File: src/rtl/ssd1306_spi4_ctrl.sv
// rtl/ssd1306_spi4_ctrl.sv - SSD1306 4-wire SPI receiver, command decoder and write-event FIFO
// Oversamples the SPI pins, decodes a command subset and queues GDDRAM writes as (col, page, data) events.
module ssd1306_spi4_ctrl #(
  parameter int DISP_WIDTH  = 128,
  parameter int DISP_HEIGHT = 64,
  parameter int FIFO_DEPTH  = 4,
  localparam int PAGES = DISP_HEIGHT / 8,
  localparam int CW    = $clog2(DISP_WIDTH),
  localparam int PW    = (PAGES > 1) ? $clog2(PAGES) : 1,
  localparam int AW    = $clog2(FIFO_DEPTH)
) (
  input  logic          clk_i,
  input  logic          rst_in,
  input  logic          cs_in,
  input  logic          sck_i,
  input  logic          sdi_i,
  input  logic          dc_i,
  output logic          wr_valid_o,
  input  logic          wr_ready_i,
  output logic [CW-1:0] wr_col_o,
  output logic [PW-1:0] wr_page_o,
  output logic [7:0]    wr_data_o,
  output logic          disp_on_o,
  output logic          inverse_o,
  output logic          entire_on_o,
  output logic          flip_x_o,
  output logic          flip_y_o,
  output logic [1:0]    adr_mode_o,
  output logic          overflow_o
);
  localparam int EW = CW + PW + 8;

  typedef enum logic [1:0] {ST_IDLE, ST_ARG1, ST_ARG2, ST_SKIP1} state_t;

  logic [3:0]    sync1_q, sync1_d, sync2_q, sync2_d;
  logic          sck_prev_q, sck_prev_d;
  logic [6:0]    shift_q, shift_d;
  logic [2:0]    bit_cnt_q, bit_cnt_d;
  logic [7:0]    byte_q, byte_d;
  logic          byte_dc_q, byte_dc_d, byte_vld_q, byte_vld_d;
  state_t        state_q, state_d;
  logic [7:0]    cmd_q, cmd_d, arg_q, arg_d;
  logic          disp_on_q, disp_on_d, inverse_q, inverse_d, entire_on_q, entire_on_d;
  logic          flip_x_q, flip_x_d, flip_y_q, flip_y_d, overflow_q, overflow_d;
  logic [1:0]    adr_mode_q, adr_mode_d;
  logic [CW-1:0] col_q, col_d, col_start_q, col_start_d, col_end_q, col_end_d;
  logic [PW-1:0] page_q, page_d, page_start_q, page_start_d, page_end_q, page_end_d;
  logic [EW-1:0] mem_q [FIFO_DEPTH];
  logic [EW-1:0] mem_d [FIFO_DEPTH];
  logic [AW-1:0] wr_ptr_q, wr_ptr_d, rd_ptr_q, rd_ptr_d;
  logic [AW:0]   count_q, count_d;

  logic          cs_s, sck_s, sdi_s, dc_s, sck_rise;
  logic          col_at_wrap, page_at_wrap, push_req, do_push, pop, fifo_full;
  logic [CW-1:0] col_nxt;
  logic [PW-1:0] page_nxt;
  logic [7:0]    col8;

  assign {cs_s, sck_s, sdi_s, dc_s} = sync2_q;
  assign sck_rise = sck_s & ~sck_prev_q;

  // A range wraps at its end, or at the display edge when end < start.
  assign col_at_wrap  = (col_q == col_end_q) || (col_q == CW'(DISP_WIDTH - 1));
  assign col_nxt      = col_at_wrap ? col_start_q : col_q + CW'(1);
  assign page_at_wrap = (page_q == page_end_q) || (page_q == PW'(PAGES - 1));
  assign page_nxt     = page_at_wrap ? page_start_q : page_q + PW'(1);
  assign col8         = 8'(col_q);

  assign fifo_full = (count_q == (AW+1)'(FIFO_DEPTH));
  assign pop       = (count_q != '0) && wr_ready_i;

  always_comb begin
    sync1_d    = {cs_in, sck_i, sdi_i, dc_i};
    sync2_d    = sync1_q;
    sck_prev_d = sck_s;
    shift_d    = shift_q;
    bit_cnt_d  = bit_cnt_q;
    byte_d     = byte_q;
    byte_dc_d  = byte_dc_q;
    byte_vld_d = 1'b0;
    if (cs_s) begin
      bit_cnt_d = '0;
    end else if (sck_rise) begin
      shift_d   = {shift_q[5:0], sdi_s};
      bit_cnt_d = bit_cnt_q + 3'd1;
      if (bit_cnt_q == 3'd7) begin
        byte_d     = {shift_q, sdi_s};
        byte_dc_d  = dc_s;
        byte_vld_d = 1'b1;
      end
    end

    state_d      = state_q;
    cmd_d        = cmd_q;
    arg_d        = arg_q;
    disp_on_d    = disp_on_q;
    inverse_d    = inverse_q;
    entire_on_d  = entire_on_q;
    flip_x_d     = flip_x_q;
    flip_y_d     = flip_y_q;
    adr_mode_d   = adr_mode_q;
    col_d        = col_q;
    col_start_d  = col_start_q;
    col_end_d    = col_end_q;
    page_d       = page_q;
    page_start_d = page_start_q;
    page_end_d   = page_end_q;
    push_req     = 1'b0;

    if (byte_vld_q && byte_dc_q) begin
      state_d = ST_IDLE;
      case (adr_mode_q)
        2'd0: begin
          push_req = 1'b1;
          col_d    = col_nxt;
          if (col_at_wrap) page_d = page_nxt;
        end
        2'd1: begin
          push_req = 1'b1;
          page_d   = page_nxt;
          if (page_at_wrap) col_d = col_nxt;
        end
        2'd2: begin
          push_req = 1'b1;
          col_d    = (col_q == CW'(DISP_WIDTH - 1)) ? '0 : col_q + CW'(1);
        end
        default: ;
      endcase
    end else if (byte_vld_q) begin
      case (state_q)
        ST_IDLE: begin
          casez (byte_q)
            8'hA4, 8'hA5: entire_on_d = byte_q[0];
            8'hA6, 8'hA7: inverse_d   = byte_q[0];
            8'hAE, 8'hAF: disp_on_d   = byte_q[0];
            8'hA0, 8'hA1: flip_x_d    = byte_q[0];
            8'hC0:        flip_y_d    = 1'b0;
            8'hC8:        flip_y_d    = 1'b1;
            8'b1011_0???: page_d      = PW'(int'(byte_q[2:0]) % PAGES);
            8'b0000_????: col_d       = CW'({col8[7:4], byte_q[3:0]});
            8'b0001_????: col_d       = CW'({byte_q[3:0], col8[3:0]});
            8'h20, 8'h21, 8'h22: begin
              cmd_d   = byte_q;
              state_d = ST_ARG1;
            end
            8'h81, 8'h8D, 8'hA8, 8'hD3, 8'hD5, 8'hD9, 8'hDA, 8'hDB: state_d = ST_SKIP1;
            default: ;
          endcase
        end
        ST_ARG1: begin
          if (cmd_q == 8'h20) begin
            adr_mode_d = byte_q[1:0];
            state_d    = ST_IDLE;
          end else begin
            arg_d   = byte_q;
            state_d = ST_ARG2;
          end
        end
        ST_ARG2: begin
          if (cmd_q == 8'h21) begin
            col_start_d = CW'(arg_q);
            col_end_d   = CW'(byte_q);
            col_d       = CW'(arg_q);
          end else begin
            page_start_d = PW'(arg_q);
            page_end_d   = PW'(byte_q);
            page_d       = PW'(arg_q);
          end
          state_d = ST_IDLE;
        end
        default: state_d = ST_IDLE;
      endcase
    end

    // A pop in the same cycle frees the slot, so a full FIFO still accepts.
    do_push    = push_req && (!fifo_full || pop);
    overflow_d = overflow_q || (push_req && !do_push);
    mem_d      = mem_q;
    wr_ptr_d   = wr_ptr_q;
    rd_ptr_d   = rd_ptr_q;
    count_d    = count_q;
    if (do_push) begin
      mem_d[wr_ptr_q] = {col_q, page_q, byte_q};
      wr_ptr_d        = wr_ptr_q + AW'(1);
    end
    if (pop) rd_ptr_d = rd_ptr_q + AW'(1);
    case ({do_push, pop})
      2'b10:   count_d = count_q + (AW+1)'(1);
      2'b01:   count_d = count_q - (AW+1)'(1);
      default: count_d = count_q;
    endcase
  end

  always_ff @(posedge clk_i) begin
    if (!rst_in) begin
      sync1_q      <= 4'b1000;
      sync2_q      <= 4'b1000;
      sck_prev_q   <= 1'b0;
      shift_q      <= '0;
      bit_cnt_q    <= '0;
      byte_q       <= '0;
      byte_dc_q    <= 1'b0;
      byte_vld_q   <= 1'b0;
      state_q      <= ST_IDLE;
      cmd_q        <= '0;
      arg_q        <= '0;
      disp_on_q    <= 1'b0;
      inverse_q    <= 1'b0;
      entire_on_q  <= 1'b0;
      flip_x_q     <= 1'b0;
      flip_y_q     <= 1'b0;
      adr_mode_q   <= 2'd2;
      col_q        <= '0;
      col_start_q  <= '0;
      col_end_q    <= CW'(DISP_WIDTH - 1);
      page_q       <= '0;
      page_start_q <= '0;
      page_end_q   <= PW'(PAGES - 1);
      overflow_q   <= 1'b0;
      wr_ptr_q     <= '0;
      rd_ptr_q     <= '0;
      count_q      <= '0;
    end else begin
      sync1_q      <= sync1_d;
      sync2_q      <= sync2_d;
      sck_prev_q   <= sck_prev_d;
      shift_q      <= shift_d;
      bit_cnt_q    <= bit_cnt_d;
      byte_q       <= byte_d;
      byte_dc_q    <= byte_dc_d;
      byte_vld_q   <= byte_vld_d;
      state_q      <= state_d;
      cmd_q        <= cmd_d;
      arg_q        <= arg_d;
      disp_on_q    <= disp_on_d;
      inverse_q    <= inverse_d;
      entire_on_q  <= entire_on_d;
      flip_x_q     <= flip_x_d;
      flip_y_q     <= flip_y_d;
      adr_mode_q   <= adr_mode_d;
      col_q        <= col_d;
      col_start_q  <= col_start_d;
      col_end_q    <= col_end_d;
      page_q       <= page_d;
      page_start_q <= page_start_d;
      page_end_q   <= page_end_d;
      overflow_q   <= overflow_d;
      wr_ptr_q     <= wr_ptr_d;
      rd_ptr_q     <= rd_ptr_d;
      count_q      <= count_d;
    end
  end

  always_ff @(posedge clk_i) begin
    mem_q <= mem_d;
  end

  assign wr_valid_o                        = (count_q != '0);
  assign {wr_col_o, wr_page_o, wr_data_o}  = mem_q[rd_ptr_q];
  assign disp_on_o                         = disp_on_q;
  assign inverse_o                         = inverse_q;
  assign entire_on_o                       = entire_on_q;
  assign flip_x_o                          = flip_x_q;
  assign flip_y_o                          = flip_y_q;
  assign adr_mode_o                        = adr_mode_q;
  assign overflow_o                        = overflow_q;
endmodule

File: config.mk
export PLATFORM = sky130hd
export DESIGN_NAME = ssd1306_spi4_ctrl
export DESIGN_NICKNAME = d
export VERILOG_FILES = /design/src/rtl/ssd1306_spi4_ctrl.sv
export SDC_FILE = /design/constraint.sdc
export NUM_CORES = 1
export LEC_CHECK = 0
export BUFFER_PORTS_ARGS = -buffer_cell sky130_fd_sc_hd__buf_2
export CELL_PAD_IN_SITES_DETAIL_PLACEMENT = 0
export CELL_PAD_IN_SITES_GLOBAL_PLACEMENT = 1
export CORE_MARGIN = 4
export CORE_UTILIZATION = 35
export CTS_CLUSTER_DIAMETER = 80
export CTS_CLUSTER_SIZE = 40
export DETAILED_ROUTE_END_ITERATION = 6
export PLACE_DENSITY = 0.59
export SLEW_MARGIN = 10
export SYNTH_ARGS = -nofsm -noshare
export SYNTH_HDL_FRONTEND = slang
export SYNTH_SLANG_ARGS = --single-unit
File: constraint.sdc
create_clock -name clk_i -period 3.4 [get_ports clk_i]
set_input_delay 0.17 -clock clk_i [delete_from_list [all_inputs] [get_ports clk_i]]
set_output_delay 0.17 -clock clk_i [all_outputs]
set_load 0.005 [all_outputs]
[Word-level counts from Yosys, hierarchy flattened]
Cells that the tools add are included.
Cells by class
  $add $sub $neg: 7
  magnitude comparators: 3
  equality and inequality tests: 49
  muxes and demuxes: 31
  bitwise operators: 10
  reduce and logical (&&, ||, !) cells: 45
Operators by type and width (number)
  equality test 8 bit, second input constant: 18
  bitwise mux 72 bit: 1
  two-way mux 18 bit: 3
  two-way mux 7 bit: 6
  equality test 8 x 6 -> 1 bit, second input constant: 5
  AND reduction 4 bit: 10
  binary-select mux 18 bit (select 2 bit): 1
  demux 18 bit (select 2 bit): 1
  one-hot mux 7 bit (2 select lines): 2
  one-hot mux 7 bit (3 select lines): 1
  two-way mux 3 bit: 6
  != test 3 bit, second input constant: 6
  one-hot mux 3 bit (2 select lines): 3
  AND reduction 7 bit: 2
  OR reduction 2 bit: 6
  adder 3 x 1 -> 3 bit, second input constant: 3
  equality test 3 bit, second input constant: 3
  != test 3 x 2 -> 1 bit, second input constant: 3
  OR reduction 3 bit: 3
  one-hot mux 2 bit (2 select lines): 2
  OR reduction 8 bit: 1
  adder 7 x 1 -> 7 bit, second input constant: 1
  equality test 7 bit: 1
  equality test 7 bit, second input constant: 1
  other kinds (27): 56
Storage, ports and cells
  register bits after elaboration: 163
  input bits: 7
  output and inout port bits: 27

[Logic depth before layout (Yosys ltp)]
  word-level depth: 8
  depth in mapped cells: 12
  gate-level depth less buffers: 10

[Worst setup path before layout]
Ideal clock, no wire load.
  kind: register to register
  start: reg byte_vld_q
  end: reg count_q[2]
  arrival time: 2.289 ns
  required time: 3.330 ns
  setup slack: 1.041 ns
  stages on the path, launching flop included: 13
  path through: dfxtp_1 clkbuf_1 nand2_1 a21oi_1 nor2b_1 clkbuf_1 inv_1 ha_1 inv_1 fa_1 xor2_1 or3_1 a21oi_1
On the way
  longest elaborated chain between the ends: 5
RTL lines
  start, declared: RTL line 40  | logic byte_dc_q, byte_dc_d, byte_vld_q, byte_vld_d;
  start signal, assigned: RTL line 231  | byte_vld_q <= byte_vld_d;
  logical AND 1 bit *: RTL line 110  | if (byte_vld_q && byte_dc_q) begin
  two-way mux 1 bit *: RTL line 110
  logical AND 1 bit *: RTL line 176  | do_push = push_req && (!fifo_full || pop);
  equality test 2 x 1 -> 1 bit or equality test 2 bit (tied branches): RTL line 187  | case ({do_push, pop})
  one-hot mux 3 bit (2 select lines) or nonzero test 2 bit (tied branches)
  end signal, assigned: RTL line 250  | count_q <= count_d;
  end, declared: RTL line 51  | logic [AW:0] count_q, count_d;
Every way passes the cells marked *; elsewhere a longest branch is shown, timed or not.
A chain may end at the register's enable or synchronous reset.

[Worst setup path in the final report]
  start: reg col_q[1]
  end: reg col_q[5]
On the way
  longest elaborated chain between the ends: 6
RTL lines
  start, declared: RTL line 46  | logic [CW-1:0] col_q, col_d, col_start_q, col_start_d, col_end_q, col_end_d;
  start signal, assigned: RTL line 241  | col_q <= col_d;
  branches (longest 4 deep; another with adder 7 x 1 -> 7 bit)
  one-hot mux 7 bit (3 select lines) *: RTL line 112  | case (adr_mode_q)
  two-way mux 7 bit *: RTL line 110
Mark *: on every way between the ends. The select of a mux whose other input is x is not followed.

==> results.sh <==
export IMPL_cts_buffer_depth=2
export IMPL_cp_max_fo=11
export IMPL_wl_per_cell_um=17.3
export IMPL_ir_drop_mv=0.332
export IMPL_p_clk_frac=0.492
export IMPL_leakage_nw=2.91
export IMPL_relSlewSlack=0.282
export IMPL_dpl_hpwl_mm=10.2
export IMPL_skew_ns=0.00936
export IMPL_fill_cells=1877
export IMPL_crit_type="flop to flop"
export IMPL_cp_required_ns=3.71
export IMPL_grt_max_degree=58
export IMPL_coreArea_um2=19500
export IMPL_yosys_most_used_dff="dfxtp_1"
export IMPL_clkTransAtPathRegs_ns=0.06
export IMPL_place_area_um2=7380
export IMPL_first_pass_iters=6
export IMPL_max_freq_mhz=391
export IMPL_p_switching_w=0.000848
export IMPL_intPower_w=0.00322
export IMPL_setup_tns_ns=0
export IMPL_avgSynthCellArea_um2=11.9
export IMPL_synth_top_area_share=0.311
export IMPL_synth_seq_cells=163
export IMPL_netlist_area_um2=6950
export IMPL_stdcell_area_um2=8040
export IMPL_crit_path_start_kind="flop"
export IMPL_drt_antenna_violating_nets=0
export IMPL_synth_top_area_cell="edfxtp_1"
export IMPL_nets=633
export IMPL_cp_data_arrival_time_ns=2.87
export IMPL_die_area_um2=22200
export IMPL_initial_core_util=0.356
export IMPL_period_share=0.752
export IMPL_outcome="complete, no violations"
export IMPL_grt_ovfl_total=0
export IMPL_p_total_w=0.00407
export IMPL_synth_warnings=0
export IMPL_io_pins=34
export IMPL_maxCapViolCount=0
export IMPL_gp_congestion=0.789
export IMPL_antennaDiodeCount=0
export IMPL_syn_to_final_growth_pct=15.6
export IMPL_cts_buffers=17
export IMPL_p_per_area_nw_per_um2=506
export IMPL_layout_drive_gt1_share=0.170
export IMPL_p_sw_frac=0.208
export IMPL_seq_area_frac_synth=0.573
export IMPL_antenna_found_initial=0
export IMPL_htreeDepth=4
export IMPL_hold_viol=0
export IMPL_synth_edf_count=72
export IMPL_cts_sinks=163
export IMPL_avgViaCountPerCell=5.09
export IMPL_drc=0
export IMPL_tightest_slew_ns=1.07
export IMPL_grt_pass1_wl_mm=25.3
export IMPL_cts_setup_buffers=0
export IMPL_rows=51
export IMPL_drt_iter0_drc=300
export IMPL_power_frac_seq=0.500
export IMPL_slew_violations=0
export IMPL_synth_nets=603
export IMPL_synthesis_instances=585
export IMPL_cts_root_buf="clkbuf_16"
export IMPL_holdWs_ns=0.114
export IMPL_die_x_um=149
export IMPL_setup_viol=0
export IMPL_cts_tree="built"
export IMPL_mostFrequentLayoutCell="dfxtp_1"
export IMPL_cp_end_kind="flop"
export IMPL_synth_area_leaders="edfxtp_1, dfxtp_1, mux2i_1"
export IMPL_totalWireLength_mm=15.4
export IMPL_io_buffers=33
export IMPL_layout_common_cells="dfxtp_1, edfxtp_1, nor2_1"
export IMPL_hold_class="input pin to flop"
export IMPL_p_comb_frac=0.008
export IMPL_min_period_ns=2.56
export IMPL_synth_distinct_cells=63
export IMPL_die_y_um=149
export IMPL_vias=4542
export IMPL_rsz0062_at_grt="false"
export IMPL_grt_usage=0.147
export IMPL_clk_insertion_delay_late_ns=0.42
export IMPL_ys_async_sr_fraction=0
export IMPL_grt_pass1_vias=4504
[final cells by class]
cell class	count	area (µm²)	share of cell area
sequential	163	3980	0.496
multi-input combinational	371	2760	0.344
clock buffer	17	425	0.0529
tap	265	332	0.0413
timing repair buffer	48	288	0.0358
clock inverter	15	194	0.0241
inverter	14	52.6	0.00654
[timing repair]
| action | CTS | global route |
|---|---|---|
| resized for setup | 0 | 0 |
| setup endpoints to repair | 0 | 0 |
| hold buffers | 4 | 0 |
| endpoints found under the hold margin | 4 | 0 |
[cells by family (layout without fill, tap and decap cells)]
group           count (synthesis)  after routing  share of synthesized area
simple gates                  196            196                      0.143
flops                         163            163                      0.573
compound gates                 73             73                     0.0736
mux                            69             69                      0.132
buf+inv                        51             94                     0.0293
xor+xnor                       21             21                     0.0265
fa+ha+maj                      12             12                     0.0223
[power by group through the flow]
stage / registers [W] / clock network (W) / logic [W]
floorplan: 0.00208 / 0 / 0.0000204
global placement: 0.00208 / 0 / 0.0000293
detailed placement: 0.00208 / 0 / 0.0000300
CTS: 0.00203 / 0.00205 / 0.0000335
global route: 0.00203 / 0.00215 / 0.0000364
finish: 0.00203 / 0.00200 / 0.0000327
[worst paths after layout]
path / from / to / slack (ns) / cells past startpoint
worst min-delay path: wr_ready_i / overflow_o / 0.11 / 4
worst min register to register: sync1_q[3] / sync2_q[3] / 0.41 / 1
worst max register to register: col_q[1] / col_q[5] / 0.84 / 6
worst max-delay path: col_q[1] / col_q[5] / 0.84 / 6
[metrics by stage]
| step | std cells | setup WS, ns | utilization |
|---|---|---|---|
| 6_report | 893 | 0.842 | 0.412 |
| 2_1_floorplan | 585 | 1.04 | - |
| 3_5_place_dp | 857 | 0.851 | 0.378 |
| 5_1_grt | 893 | 0.563 | 0.412 |
| 3_3_place_gp | 857 | 0.887 | 0.378 |
| 4_1_cts | 893 | 0.831 | 0.412 |
[metal layers]
metal,part of all wire,global-route usage
met5,0,0
met4,0.019,0.0476
met3,0.054,0.0365
met2,0.46,0.232
met1,0.46,0.200
[registers in the layout, indices dropped and copies added (netlist names), 3 cells and up]
signal,flops
sync1_q,4
bit_cnt_q,3
count_q,3
cmd_q,8
page_start_q,3
page_q,3
shift_q,7
col_end_q,7
col_start_q,7
page_end_q,3
sync2_q,4
mem_q,72
byte_q,8
arg_q,7
col_q,7
[Yosys cell counts (all sizes together), types with 11 or more instances]
| master | n |
|---|---|
| a21oi | 24 |
| a31oi | 11 |
| and2 | 15 |
| clkbuf | 34 |
| dfxtp | 91 |
| edfxtp | 72 |
| inv | 14 |
| mux2i | 49 |
| mux4 | 18 |
| nand2 | 51 |
| nand3 | 19 |
| nor2 | 56 |
| xnor2 | 17 |
[worst max-delay path, stage by stage (launching register included)]
cell and delay, ns:
dfxtp_1 0.51, ha_1 0.27, and4_1 0.30, nand3_1 0.15, o22ai_1 0.72, nor3_1 0.13
o311a_1 0.37
No activity file was read; power rests on OpenSTA's default activity.
